$ cat config.mk
export PLATFORM = sky130hd
export DESIGN_NAME = ysyx_22041461_if_stage
export DESIGN_NICKNAME = d
export VERILOG_FILES = /design/src/rtl/ysyx_22041461_if_stage.sv
export SDC_FILE = /design/constraint.sdc
export NUM_CORES = 1
export LEC_CHECK = 0
export ABC_CLOCK_PERIOD_IN_PS = 6700
export CAP_MARGIN = 20
export CORE_MARGIN = 2
export CORE_UTILIZATION = 54
export DETAILED_ROUTE_END_ITERATION = 8
export PLACE_DENSITY = 0.8
export SKIP_LAST_GASP = 1
export SYNTH_ARGS = -nofsm -noshare
export SYNTH_HDL_FRONTEND = slang
export SYNTH_SLANG_ARGS = --single-unit
export TNS_END_PERCENT = 10
$ cat constraint.sdc
create_clock -name clk -period 6.7 [get_ports clk]
set_input_delay 1.005 -clock clk [delete_from_list [all_inputs] [get_ports clk]]
set_output_delay 1.005 -clock clk [all_outputs]
set_load 0.02 [all_outputs]
$ cat src/rtl/ysyx_22041461_if_stage.sv
// Instruction-fetch stage: fetch PC, single-outstanding imem request, fetch buffer, IF->ID register.
// Define YSYX_22041461_MISALIGN_CHK_EN to add IF_exc and trap entries for misaligned redirect targets.
module ysyx_22041461_if_stage #(
    parameter logic [63:0] RESET_PC   = 64'h0000_0000_8000_0000,
    parameter int          FIFO_DEPTH = 2
) (
    input  logic        clk,
    input  logic        rst_n,
    input  logic        IF_enable,
    input  logic        redirect_valid,
    input  logic [63:0] redirect_pc,
    output logic        imem_req_valid,
    input  logic        imem_req_ready,
    output logic [63:0] imem_req_addr,
    input  logic        imem_resp_valid,
    input  logic [31:0] imem_resp_data,
    output logic [63:0] IF_pc,
    output logic [31:0] IF_inst,
    output logic        IF_out_valid
`ifdef YSYX_22041461_MISALIGN_CHK_EN
    ,
    output logic        IF_exc
`endif
);

    localparam int PTR_W = (FIFO_DEPTH > 1) ? $clog2(FIFO_DEPTH) : 1;
    localparam int CNT_W = PTR_W + 1;
    localparam logic [CNT_W-1:0] DEPTH_C = CNT_W'(FIFO_DEPTH);

    typedef enum logic [1:0] {IDLE, REQ, WAIT} state_t;

    state_t            state, state_nxt;
    logic [63:0]       fetch_pc, fetch_pc_nxt;
    logic [63:0]       req_addr, req_addr_nxt;
    logic              drop, drop_nxt;
    logic              park, park_nxt;

    logic [PTR_W-1:0]  wr_ptr, rd_ptr;
    logic [CNT_W-1:0]  count, cnt_after;
    logic [63:0]       buf_pc   [FIFO_DEPTH];
    logic [31:0]       buf_inst [FIFO_DEPTH];
`ifdef YSYX_22041461_MISALIGN_CHK_EN
    logic              buf_exc  [FIFO_DEPTH];
`endif

    logic [63:0]       redir_tgt;
    logic              mis;
    logic              hs, push, pop, buf_we;
    logic [PTR_W-1:0]  buf_widx;
    logic [63:0]       buf_wpc;
    logic [31:0]       buf_winst;

`ifdef YSYX_22041461_MISALIGN_CHK_EN
    assign redir_tgt = redirect_pc;
    assign mis       = redirect_valid && (redirect_pc[1:0] != 2'b00);
`else
    assign redir_tgt = redirect_pc & ~64'h3;
    assign mis       = 1'b0;
`endif

    assign hs        = (state == REQ) && imem_req_ready;
    assign push      = (state == WAIT) && imem_resp_valid && !drop && !redirect_valid;
    assign pop       = !redirect_valid && IF_enable && (count != '0);
    assign cnt_after = count + CNT_W'(push) - CNT_W'(pop);

    assign imem_req_valid = (state == REQ);
    assign imem_req_addr  = req_addr;

    always_comb begin
        state_nxt    = state;
        drop_nxt     = drop;
        park_nxt     = park;
        fetch_pc_nxt = fetch_pc;
        req_addr_nxt = req_addr;
        case (state)
            IDLE: begin
                if (!redirect_valid && !park && (count < DEPTH_C)) begin
                    state_nxt    = REQ;
                    req_addr_nxt = fetch_pc;
                end
            end
            REQ: begin
                // A request already marked stale must not overwrite the redirect target with +4.
                if (hs) begin
                    state_nxt = WAIT;
                    if (!drop)
                        fetch_pc_nxt = req_addr + 64'd4;
                end
                if (redirect_valid)
                    drop_nxt = 1'b1;
            end
            WAIT: begin
                if (imem_resp_valid) begin
                    drop_nxt = 1'b0;
                    if (!redirect_valid && !park && (cnt_after < DEPTH_C)) begin
                        state_nxt    = REQ;
                        req_addr_nxt = fetch_pc;
                    end else begin
                        state_nxt = IDLE;
                    end
                end else if (redirect_valid) begin
                    drop_nxt = 1'b1;
                end
            end
            default: state_nxt = IDLE;
        endcase
        if (redirect_valid) begin
            fetch_pc_nxt = redir_tgt;
            park_nxt     = mis;
        end
    end

    // A misaligned redirect lands its trap entry in slot 0 of the freshly flushed buffer.
    assign buf_we    = push || mis;
    assign buf_widx  = mis ? '0 : wr_ptr;
    assign buf_wpc   = mis ? redir_tgt : req_addr;
    assign buf_winst = mis ? 32'h0 : imem_resp_data;

    always_ff @(posedge clk) begin
        if (buf_we) begin
            buf_pc[buf_widx]   <= buf_wpc;
            buf_inst[buf_widx] <= buf_winst;
`ifdef YSYX_22041461_MISALIGN_CHK_EN
            buf_exc[buf_widx]  <= mis;
`endif
        end
    end

    always_ff @(posedge clk) begin
        if (!rst_n) begin
            state        <= IDLE;
            drop         <= 1'b0;
            park         <= 1'b0;
            fetch_pc     <= RESET_PC;
            req_addr     <= 64'h0;
            wr_ptr       <= '0;
            rd_ptr       <= '0;
            count        <= '0;
            IF_pc        <= 64'h0;
            IF_inst      <= 32'h0;
            IF_out_valid <= 1'b0;
`ifdef YSYX_22041461_MISALIGN_CHK_EN
            IF_exc       <= 1'b0;
`endif
        end else begin
            state    <= state_nxt;
            drop     <= drop_nxt;
            park     <= park_nxt;
            fetch_pc <= fetch_pc_nxt;
            req_addr <= req_addr_nxt;
            if (redirect_valid) begin
                rd_ptr       <= '0;
                wr_ptr       <= PTR_W'(mis);
                count        <= CNT_W'(mis);
                IF_out_valid <= 1'b0;
            end else begin
                if (push)
                    wr_ptr <= wr_ptr + PTR_W'(1);
                if (pop)
                    rd_ptr <= rd_ptr + PTR_W'(1);
                count <= cnt_after;
                if (IF_enable) begin
                    IF_out_valid <= pop;
                    if (pop) begin
                        IF_pc   <= buf_pc[rd_ptr];
                        IF_inst <= buf_inst[rd_ptr];
`ifdef YSYX_22041461_MISALIGN_CHK_EN
                        IF_exc  <= buf_exc[rd_ptr];
`endif
                    end
                end
            end
        end
    end

endmodule
==> impl_metrics.json <==
{
  "outcome": "finished clean",
  "gr-total-overflow": 0,
  "ir_drop_mv": 0.274,
  "post_cts_buffers": 0,
  "yosysSeqAreaShare_pct": 60.0,
  "netlist_area_mm2": 0.0173,
  "pwr-share-clk_pct": 39.9,
  "synth_edf_count": 192,
  "h-tree-depth": 2,
  "post_cts_resized": 0,
  "synth_top_cell_area_share_pct": 33.2,
  "finalWirelength_mm": 44.2,
  "antenna_found_initial": 1,
  "synth.most_common_cell": "nand2_1",
  "drt-vias-per-instance": 5.90,
  "synthCells": 1600,
  "ys_top_cells_by_area": "edfxtp_1 (33%), dfxtp_1 (27%), nand2_1 (6.8%), mux2i_1 (5.8%), o211a_1 (5.7%)",
  "drt_pre_antenna_iters": 7,
  "power.leakage_nw": 8.34,
  "ys_seq_elements": 424,
  "clk_path_buf_depth": 3,
  "start_kind": "input pin",
  "post-route-period-util_pct": 60.0,
  "synth-async-reset-ratio_pct": 0,
  "swShare_pct": 26.0,
  "die_h_um": 183,
  "intPower_w": 0.00455,
  "drc_errors": 0,
  "rows": 65,
  "crit_type": "in -> reg",
  "max_cap_viol_count": 0,
  "clock_latency_ns": 0.55,
  "antenna_left": 0,
  "crit_arrival_ns": 4.48,
  "post_synth.cell_area_avg_um2": 10.8,
  "holdWs_ns": 0.472,
  "fmax_mhz": 249,
  "synthTopCellsByCount": "nand2_1 (313), dfxtp_1 (232), edfxtp_1 (192)",
  "synthToLayoutAreaGrowth_pct": 24.9,
  "final_hold_viol_count": 0,
  "start_util_pct": 55.0,
  "clk_pin_slew_ns": 0.06,
  "gp_congestion": 0.836,
  "tns_ns": 0,
  "seq_power_share_pct": 48.5,
  "grt_util_all_layers_pct": 25.7,
  "end_kind": "flip-flop",
  "rsz0062_at_grt": "false",
  "dp_hpwl_mm": 27.7,
  "cts-root-buf": "clkbuf_16",
  "grt_max_degree": 188,
  "synth_cell_types": 61,
  "drv_slew": 0,
  "synth_largest_area_cell": "edfxtp_1",
  "cp_max_fo": 100,
  "powerDensity_mw_per_mm2": 284,
  "crit_required_ns": 7.16,
  "maxSlewHeadroom_pct": 25.7,
  "final_area_mm2": 0.0217,
  "die_w_um": 183,
  "fin_skew_ns": 0.0225,
  "grt_pass1_vias": 12600,
  "p_sw_w": 0.00160,
  "finalSetupViolCount": 0,
  "io_pins": 264,
  "core_area_mm2": 0.0316,
  "num_vias": 13200,
  "ys.flop_type": "dfxtp_1",
  "drt_iter0_markers": 1061,
  "cts_made_buffers": 44,
  "p_comb_share_pct": 11.6,
  "holdCritPathClass": "reg -> reg",
  "yosysWarnings": 0,
  "cts_num_sinks": 424,
  "hold_buffers": 0,
  "synth_fp_nets": 1709,
  "die_area_mm2": 0.0336,
  "cts_tree": "built",
  "grt_pass1_wl_mm": 68.4,
  "worstMarginPinSlew_ns": 1.11,
  "fin_nets": 1915,
  "routedWlPerCell_um": 19.7,
  "placed_cell_area_mm2": 0.0202,
  "drive_above_1_share_pct": 5.33,
  "period_minus_slack_ns": 4.02,
  "io_buffers": 261
}
[state kept, by name, summed over array words and instances (netlist names)]
signal / cells
buf_widx: 1
buf_inst: 64
IF_inst: 32
drop: 1
buf_pc: 128
IF_pc: 64
count: 2
fetch_pc: 64
imem_req_addr: 64
IF_out_valid: 1
rd_ptr: 1
state: 2
[cells in the final DEF (no fill, tap or decap), types with 14 or more instances in the layout]
master,Yosys,layout
nand4_1,30,30
edfxtp_1,192,192
clkdlybuf4s50_1,0,259
nor2_1,40,37
o211ai_1,17,17
xor2_1,18,18
nand3_1,121,121
nor3_1,15,15
clkbuf_16,0,45
nand2_1,313,313
dfxtp_1,232,231
o21ai_0,132,132
a21oi_1,15,14
mux2i_1,100,100
o211a_1,99,99
[power by group through the flow]
stage	Combinational, W	Clock, W	Sequential (W)
5_1_grt	0.000771	0.00260	0.00300
3_5_place_dp	0.000703	0	0.00304
3_3_place_gp	0.000683	0	0.00303
4_1_cts	0.000707	0.00249	0.00298
6_report	0.000712	0.00245	0.00299
2_1_floorplan	0.000359	0	0.00304
[area by class of cell]
class                           count  area, um2
Tap cell                          402        503
Clock buffer                       60       1200
Multi-Input combinational cell   1051       6480
Timing Repair Buffer              275       2760
Fill cell                        2328       9900
Inverter                           10       37.5
Sequential cell                   424      10400
Clock inverter                     20        256
Antenna cell                        1       2.50
[critical path, stage by stage]
cell and delay [ns]:
clkdlybuf4s50_1 0.47, o21ai_0 0.22, nor2_4 0.63, ha_1 0.35
inv_1 0.05, ha_1 0.14, xnor3_1 0.15, nand3b_1 0.14
a21oi_4 0.60, buf_12 0.44, nand3_1 0.13, o21ai_0 0.13
[metrics by stage]
stage	power, W	std cells	util (%)	setup WS [ns]
2_1_floorplan	0.00340	1600	-	0.415
3_3_place_gp	0.00371	2160	63.9	2.23
3_5_place_dp	0.00374	2160	63.9	2.13
4_1_cts	0.00618	2240	68.5	2.69
5_1_grt	0.00637	2243	68.6	2.35
6_report	0.00615	2243	68.6	2.68
[final timing paths]
kind,startpoint,end,slack (ns),cells past startpoint
setup reg to reg,count[1],imem_req_addr[47],3.19,11
setup / recovery,IF_enable,imem_req_addr[47],2.68,12
hold reg to reg,fetch_pc[3],imem_req_addr[3],0.47,2
hold / removal,fetch_pc[3],imem_req_addr[3],0.47,2
[routing by layer]
layer / vias to the layer above / share of wire [%] / track usage, %
li1: 6255 / - / -
met4: 0 / 2.9 / 8.70
met5: - / 0 / 0
met2: 483 / 48 / 43.0
met3: 83 / 6.5 / 4.31
met1: 6415 / 42 / 34.0
[cells by family after synthesis]
family,count (synthesis),synth area share [%]
adder cells (fa/ha/maj),7,0.505
flip-flops,424,60.0
XOR/XNOR,30,1.59
buffers and inverters,125,2.80
AO/OA/AOI/OAI,300,12.5
multiplexers,100,5.77
AND/OR/NAND/NOR,614,16.8
Note: power is estimated with default switching activity, not from simulation.
